===== config.mk =====
export PLATFORM = sky130hd
export DESIGN_NAME = bs_if_fifo
export DESIGN_NICKNAME = d
export VERILOG_FILES = /design/src/rtl/bs_pkg.sv /design/src/rtl/bs_sync_fifo.sv /design/src/rtl/bs_if_fifo.sv
export SDC_FILE = /design/constraint.sdc
export NUM_CORES = 2
export LEC_CHECK = 0
export BUFFER_PORTS_ARGS = -buffer_cell sky130_fd_sc_hd__buf_2
export CELL_PAD_IN_SITES_DETAIL_PLACEMENT = 2
export CELL_PAD_IN_SITES_GLOBAL_PLACEMENT = 2
export CORE_ASPECT_RATIO = 0.8
export CORE_MARGIN = 1
export CORE_UTILIZATION = 45
export DETAILED_ROUTE_END_ITERATION = 12
export PLACE_DENSITY = 0.82
export SYNTH_ARGS = -nofsm -noshare
export SYNTH_HDL_FRONTEND = slang
export SYNTH_SLANG_ARGS = --single-unit

===== constraint.sdc =====
create_clock -name clk -period 12.2 [get_ports clk]
set_clock_uncertainty 0.05 [all_clocks]
set_input_delay 0 -clock clk [delete_from_list [all_inputs] [get_ports clk]]
set_output_delay 0 -clock clk [all_outputs]
set_load 0.02 [all_outputs]

===== src/rtl/bs_pkg.sv =====
// Shared definitions for the bs_gnrtr endpoint blocks: packet header
// layout, the broadcast address and the inbound address-match helper.
package bs_pkg;

  localparam logic [7:0] BS_BROADCAST = 8'hFF;

  // Header field positions, counted from the header LSB.
  localparam int HDR_SZ  = 32;
  localparam int TGT_MSB = 31;
  localparam int SRC_MSB = 23;
  localparam int ID_MSB  = 15;

  typedef struct packed {
    logic [7:0]  target;
    logic [7:0]  source;
    logic [15:0] id;
  } bs_hdr_t;

  // An endpoint takes a packet aimed at its own address or at broadcast.
  function automatic logic bs_addr_match(input bs_hdr_t    hdr,
                                         input logic [7:0] id,
                                         input logic [7:0] bcast = BS_BROADCAST);
    return (hdr.target == id) || (hdr.target == bcast);
  endfunction

endpackage


===== src/rtl/bs_sync_fifo.sv =====
// First-word-fall-through synchronous FIFO. The head entry is always
// visible on rd_data; pointers carry one extra wrap bit to tell full from
// empty. The caller must not write while full unless it also reads in the
// same cycle (the freed head slot is then overwritten).
module bs_sync_fifo #(
  parameter int WIDTH = 128,
  parameter int DEPTH = 16
) (
  input  logic             clk,
  input  logic             reset,
  input  logic             wr_en,
  input  logic [WIDTH-1:0] wr_data,
  input  logic             rd_en,
  output logic [WIDTH-1:0] rd_data,
  output logic             full,
  output logic             empty
);

  localparam int AW = $clog2(DEPTH);
  localparam logic [AW:0] PTR_ONE = 1;

  logic [WIDTH-1:0] mem [DEPTH];
  logic [AW:0]      wr_ptr;
  logic [AW:0]      rd_ptr;

  // Storage is deliberately not reset; empty pointers make old data invisible.
  always_ff @(posedge clk) begin
    if (wr_en) mem[wr_ptr[AW-1:0]] <= wr_data;
  end

  // Pointer update; reset empties the queue at once.
  always_ff @(posedge clk or negedge reset) begin
    if (!reset) begin
      wr_ptr <= '0;
      rd_ptr <= '0;
    end else begin
      if (wr_en) wr_ptr <= wr_ptr + PTR_ONE;
      if (rd_en) rd_ptr <= rd_ptr + PTR_ONE;
    end
  end

  assign rd_data = mem[rd_ptr[AW-1:0]];
  assign empty   = (wr_ptr == rd_ptr);
  assign full    = (wr_ptr[AW] != rd_ptr[AW]) && (wr_ptr[AW-1:0] == rd_ptr[AW-1:0]);

endmodule


===== src/rtl/bs_if_fifo.sv =====
// Per-driver endpoint for bs_gnrtr: outbound queue toward the bus, inbound
// queue toward the device, inbound address filter and overflow counter.
// Optional build macro BS_IF_ADDR_FILTER_EN enables the target-address
// filter; without it every inbound push is accepted.
module bs_if_fifo
  import bs_pkg::*;
#(
  parameter int         PCKG_SZ   = 128,
  parameter int         DEPTH     = 16,
  parameter logic [7:0] ID        = 8'd0,
  parameter logic [7:0] BROADCAST = BS_BROADCAST
) (
  input  logic               clk,
  input  logic               reset,
  output logic               pndng,
  input  logic               pop,
  output logic [PCKG_SZ-1:0] D_pop,
  input  logic               push,
  input  logic [PCKG_SZ-1:0] D_push,
  input  logic               tx_vld,
  output logic               tx_rdy,
  input  logic [PCKG_SZ-1:0] tx_data,
  output logic               rx_vld,
  input  logic               rx_rdy,
  output logic [PCKG_SZ-1:0] rx_data,
  output logic [15:0]        rx_drop_cnt
);

  if ((DEPTH < 2) || ((DEPTH & (DEPTH - 1)) != 0)) begin : g_bad_depth
    $error("bs_if_fifo: DEPTH must be a power of two and at least 2");
  end
  if (ID == BROADCAST) begin : g_bad_id
    $error("bs_if_fifo: ID must differ from the broadcast address");
  end
  if (PCKG_SZ <= HDR_SZ) begin : g_bad_size
    $error("bs_if_fifo: PCKG_SZ must leave room for a payload");
  end

  logic               tx_full, tx_empty, tx_wr, tx_rd;
  logic [PCKG_SZ-1:0] tx_head;
  logic               rx_full, rx_empty, rx_wr, rx_rd;
  logic [PCKG_SZ-1:0] rx_head;
  logic               rx_accept;
  logic               rx_drop;

  assign tx_rdy = !tx_full;
  assign tx_wr  = tx_vld && !tx_full;
  assign tx_rd  = pop && !tx_empty;

  bs_sync_fifo #(.WIDTH(PCKG_SZ), .DEPTH(DEPTH)) u_tx_fifo (
    .clk     (clk),
    .reset   (reset),
    .wr_en   (tx_wr),
    .wr_data (tx_data),
    .rd_en   (tx_rd),
    .rd_data (tx_head),
    .full    (tx_full),
    .empty   (tx_empty)
  );

`ifdef BS_IF_ADDR_FILTER_EN
  bs_hdr_t in_hdr;
  assign in_hdr    = D_push[PCKG_SZ-1 -: HDR_SZ];
  assign rx_accept = push && bs_addr_match(in_hdr, ID, BROADCAST);
`else
  assign rx_accept = push;
`endif

  // The bus cannot be stalled: a full queue still takes a packet if the
  // device frees the head in the same cycle, otherwise the packet is lost.
  assign rx_rd   = rx_rdy && !rx_empty;
  assign rx_wr   = rx_accept && (!rx_full || rx_rd);
  assign rx_drop = rx_accept && rx_full && !rx_rd;

  bs_sync_fifo #(.WIDTH(PCKG_SZ), .DEPTH(DEPTH)) u_rx_fifo (
    .clk     (clk),
    .reset   (reset),
    .wr_en   (rx_wr),
    .wr_data (D_push),
    .rd_en   (rx_rd),
    .rd_data (rx_head),
    .full    (rx_full),
    .empty   (rx_empty)
  );

  // Saturating count of accepted inbound packets lost to a full queue.
  always_ff @(posedge clk or negedge reset) begin
    if (!reset) begin
      rx_drop_cnt <= '0;
    end else if (rx_drop && (rx_drop_cnt != 16'hFFFF)) begin
      rx_drop_cnt <= rx_drop_cnt + 16'd1;
    end
  end

  assign pndng   = !tx_empty;
  assign D_pop   = tx_empty ? '0 : tx_head;
  assign rx_vld  = !rx_empty;
  assign rx_data = rx_empty ? '0 : rx_head;

endmodule


==> flow_summary.ini <==
[worst_hold_path]
min_delay_path_depth = 2
holdCritStartpoint = D_push[56]
min-delay-path-class = in2reg
min_to = u_rx_fifo.mem[8][56]

[worst_setup_path]
ff_to_ff_start = u_rx_fifo.rd_ptr[1]
worst-path-buf-inv = 5
timing.critical_path.depth = 8
path_cells = buf_12, buf_4, buf_4, buf_4, mux4_2, a22oi_1, a21oi_1, buf_2
timing.critical_path.slowest_stage_cell = dfrtp_4
reg2reg_setup_slack_ps = 6410
worst-endpoint-required_ps = 12150
timing.setup.critical_path_class = reg2out
cpLargestDelayFamily = buffers and inverters
r2r_end = u_rx_fifo.mem[4][14]
highest_net_fanout_along_the_worst_path = 108
cpPeakStageDelay_ps = 990
worst-endpoint-arrival_ps = 6810
cp-start-kind = flop
critPathMostFrequentCell = buf_4
cp-end-kind = primary output
reg2regPathDepth = 7

[global_route]
grt_antenna_before_repair = 60
grt_max_degree = 170
total_track_usage_pct = 35.8
grt_pass1_vias = 88900
grt_pass1_wl_mm = 840
grt_overflow_total = 0

[pwr]
p_leak_nw = 57.4
max-vdd-ir-drop_uv = 236
power.density_mw_per_mm2 = 258
seq_power_share_pct = 38.5
clkPwrFrac_pct = 29.0
combinationalPowerShare_pct = 32.6
switchingPower_mw = 17.4
netSwitchingFraction_pct = 37.1
p_int_mw = 29.5

[cells_and_area]
num-nets-final = 7954
area.growth.synth_to_final_pct = 17.1
layout_cells_sized_above_1_pct = 29.0
num-fill-cells = 28800
post_layout_nonfiller_instances = 12600

[sta]
slew_viol_final = 0
maxClockFrequency_mhz = 146
worstMarginPinSlew_ps = 1460
final.period_utilization_pct = 56.2
layout_min_cycle_time_ps = 6860
tns_ps = 0
hold_viol = 0
report.final.setup_viol = 0
grt_setup_unrepaired = false
fin_worst_hold_slack_ps = 49.5
maxSlewHeadroom_pct = 2.47

[route]
via_per_inst = 6.88
drt_first_pass_iters = 5
detail_route.drc_violations = 0
num_vias = 86800
final_antenna_net_count = 0
drt_wl_total_mm = 635
routedWlPerCell_um = 50.3
initialDrtViolationCount = 12000

[clocking]
clock_tree_from_tritoncts = built
post_cts.resized_instances = 0
tritoncts_num_sinks = 4132
clkSlewWorstSetupHoldPaths_ps = 70
worst_skew_pair.late_latency_ps = 1020
cts_h_tree_depth = 5
tritoncts.num_buffers = 411
cts.root.buffer_cell = clkbuf_16
clock_tree.buffer_depth = 4

[synthesis]
synthesis.area_mm2 = 0.155
syn_inst = 6482
syn-num-nets = 6755
synth.yosys.seq_area_share_pct = 79.9
ys.warnings.count = 0
ys_top_cells_by_area = edfxtp_1 (79%), mux4_2 (15%), a22oi_1 (2.5%)
synth.largest_area_cell = edfxtp_1
synth.ff_latch_count = 4132
postSynthAreaPerCell_um2 = 23.9
synth_largest_type_area_fraction_pct = 79.3
synth.distinct_cells = 38

[die]
die-width_um = 658
core_region_area_mm2 = 0.342
num_io_pins = 537
start_util_pct = 45.3
die-area_mm2 = 0.347
die_height_um = 527
fp-row-count = 192

[flow_run]
timing.max_cap.violations = 0

[place]
place.gp.congestion = 0.751
dpl_cells = 11300
port_buffers = 536
place_hpwl_mm = 331

[run_status]
status = finished, final reports clean
## timing repair
action,CTS,global route
hold buffers,503,0
hold endpoints to repair,4193,0
setup buffers,0,0
## worst register-to-register path, stage by stage (launching register included)
cell and delay (ps):
dfrtp_4 910, xor2_1 420, nor4_4 150, a21boi_2 430, nand2_1 380, nor2_4 820, buf_4 1010, buf_4 1050
## layer usage
layer	vias to the layer above	GRT usage, %	wire, µm
met1	48100	42.8	219000
met3	1649	4.78	43800
met5	-	0	240
met4	38	21.0	46000
li1	30600	-	-
met2	6420	62.7	326000
## sequential cells by signal, summed over array words and instances (netlist names)
register and count:
rx_drop_cnt 16, u_rx_fifo.mem 2048, u_rx_fifo.rd_ptr 5, u_rx_fifo.wr_ptr 5
u_tx_fifo.mem 2048, u_tx_fifo.rd_ptr 5, u_tx_fifo.wr_ptr 5
## cell usage after synthesis, drive strengths merged
library cell and number:
nand3 8, nand2 17, xnor2 18, mux4 1024, nor2b 7, nand2b 2, and2 5, clkbuf 161
nor4 3, nor3 9, o21ai 2, a21oi 256, or4 1, ha 11, nand4 13, a22oi 512
nor3b 3, dfrtp 36, mux2 3, edfxtp 4096, buf 219, and3 19, xor2 23, or2 1
inv 8, nor2 23, a21boi 2
## power by group through the flow
stage | Combinational (mW) | Sequential (mW) | Clock [mW]
6_report | 15.3 | 18.0 | 13.6
5_1_grt | 15.5 | 18.0 | 14.0
2_1_floorplan | 8.82 | 17.8 | 0
3_3_place_gp | 13.7 | 17.8 | 0
4_1_cts | 15.0 | 18.0 | 13.3
3_5_place_dp | 14.5 | 18.2 | 0
## cells by family after synthesis
| logic type | count (synthesis) | share of synthesized area (%) |
|---|---|---|
| adder cells (fa/ha/maj) | 11 | 0.0888 |
| AO/OA/AOI/OAI | 772 | 3.32 |
| XOR/XNOR | 41 | 0.236 |
| AND/OR/NAND/NOR | 111 | 0.404 |
| multiplexers | 1027 | 14.9 |
| buffers and inverters | 388 | 1.13 |
| flip-flops | 4132 | 79.9 |
## area by class of cell
cell class                      count  area, µm²  area share (%)
Sequential cell                  4132     124000            68.3
Inverter                            8       37.5          0.0207
Clock buffer                      505      10900            5.99
Antenna cell                       35       87.6          0.0483
Multi-Input combinational cell   1962      29600            16.3
Timing Repair Buffer             1166       8880            4.89
Tap cell                         4559       5700            3.14
Clock inverter                    250       2370            1.30
## per-stage QoR
stage	util [%]	total power, mW	area, µm²	setup slack, ps
3_5_place_dp	47.7	32.7	163000	6380
6_report	53.0	46.9	182000	5340
4_1_cts	53.0	46.3	181000	5310
2_1_floorplan	-	26.6	155000	1450
5_1_grt	53.0	47.6	181000	4730
3_3_place_gp	47.7	31.5	163000	6510
## cells in the final DEF, fill, tap and decap left out, types with 18 or more instances in the layout
cell           count
edfxtp_1        4096
mux4_2          1024
buf_2            536
a22oi_1          512
dlygate4sd3_1    503
clkbuf_16        418
a21oi_1          256
buf_4            110
clkinv_1          95
clkinv_2          81
clkbuf_1          78
bufinv_16         37
diode_2           35
dfrtp_1           32
xor2_1            22
xnor2_1           18
## how the worst max path moves through the flow
stage	start	endpoint	slack (ps)
after CTS	u_tx_fifo.rd_ptr[0]	D_pop[80]	5310
final	u_tx_fifo.rd_ptr[0]	D_pop[80]	5340
after floorplan	u_rx_fifo.wr_ptr[3]	u_rx_fifo.mem[3][0]	1450
after detailed placement	u_tx_fifo.rd_ptr[0]	D_pop[87]	6380
after global placement	u_tx_fifo.rd_ptr[0]	D_pop[81]	6510
after global routing	u_tx_fifo.rd_ptr[0]	D_pop[80]	4730
Note: power is estimated with default switching activity, not from simulation.
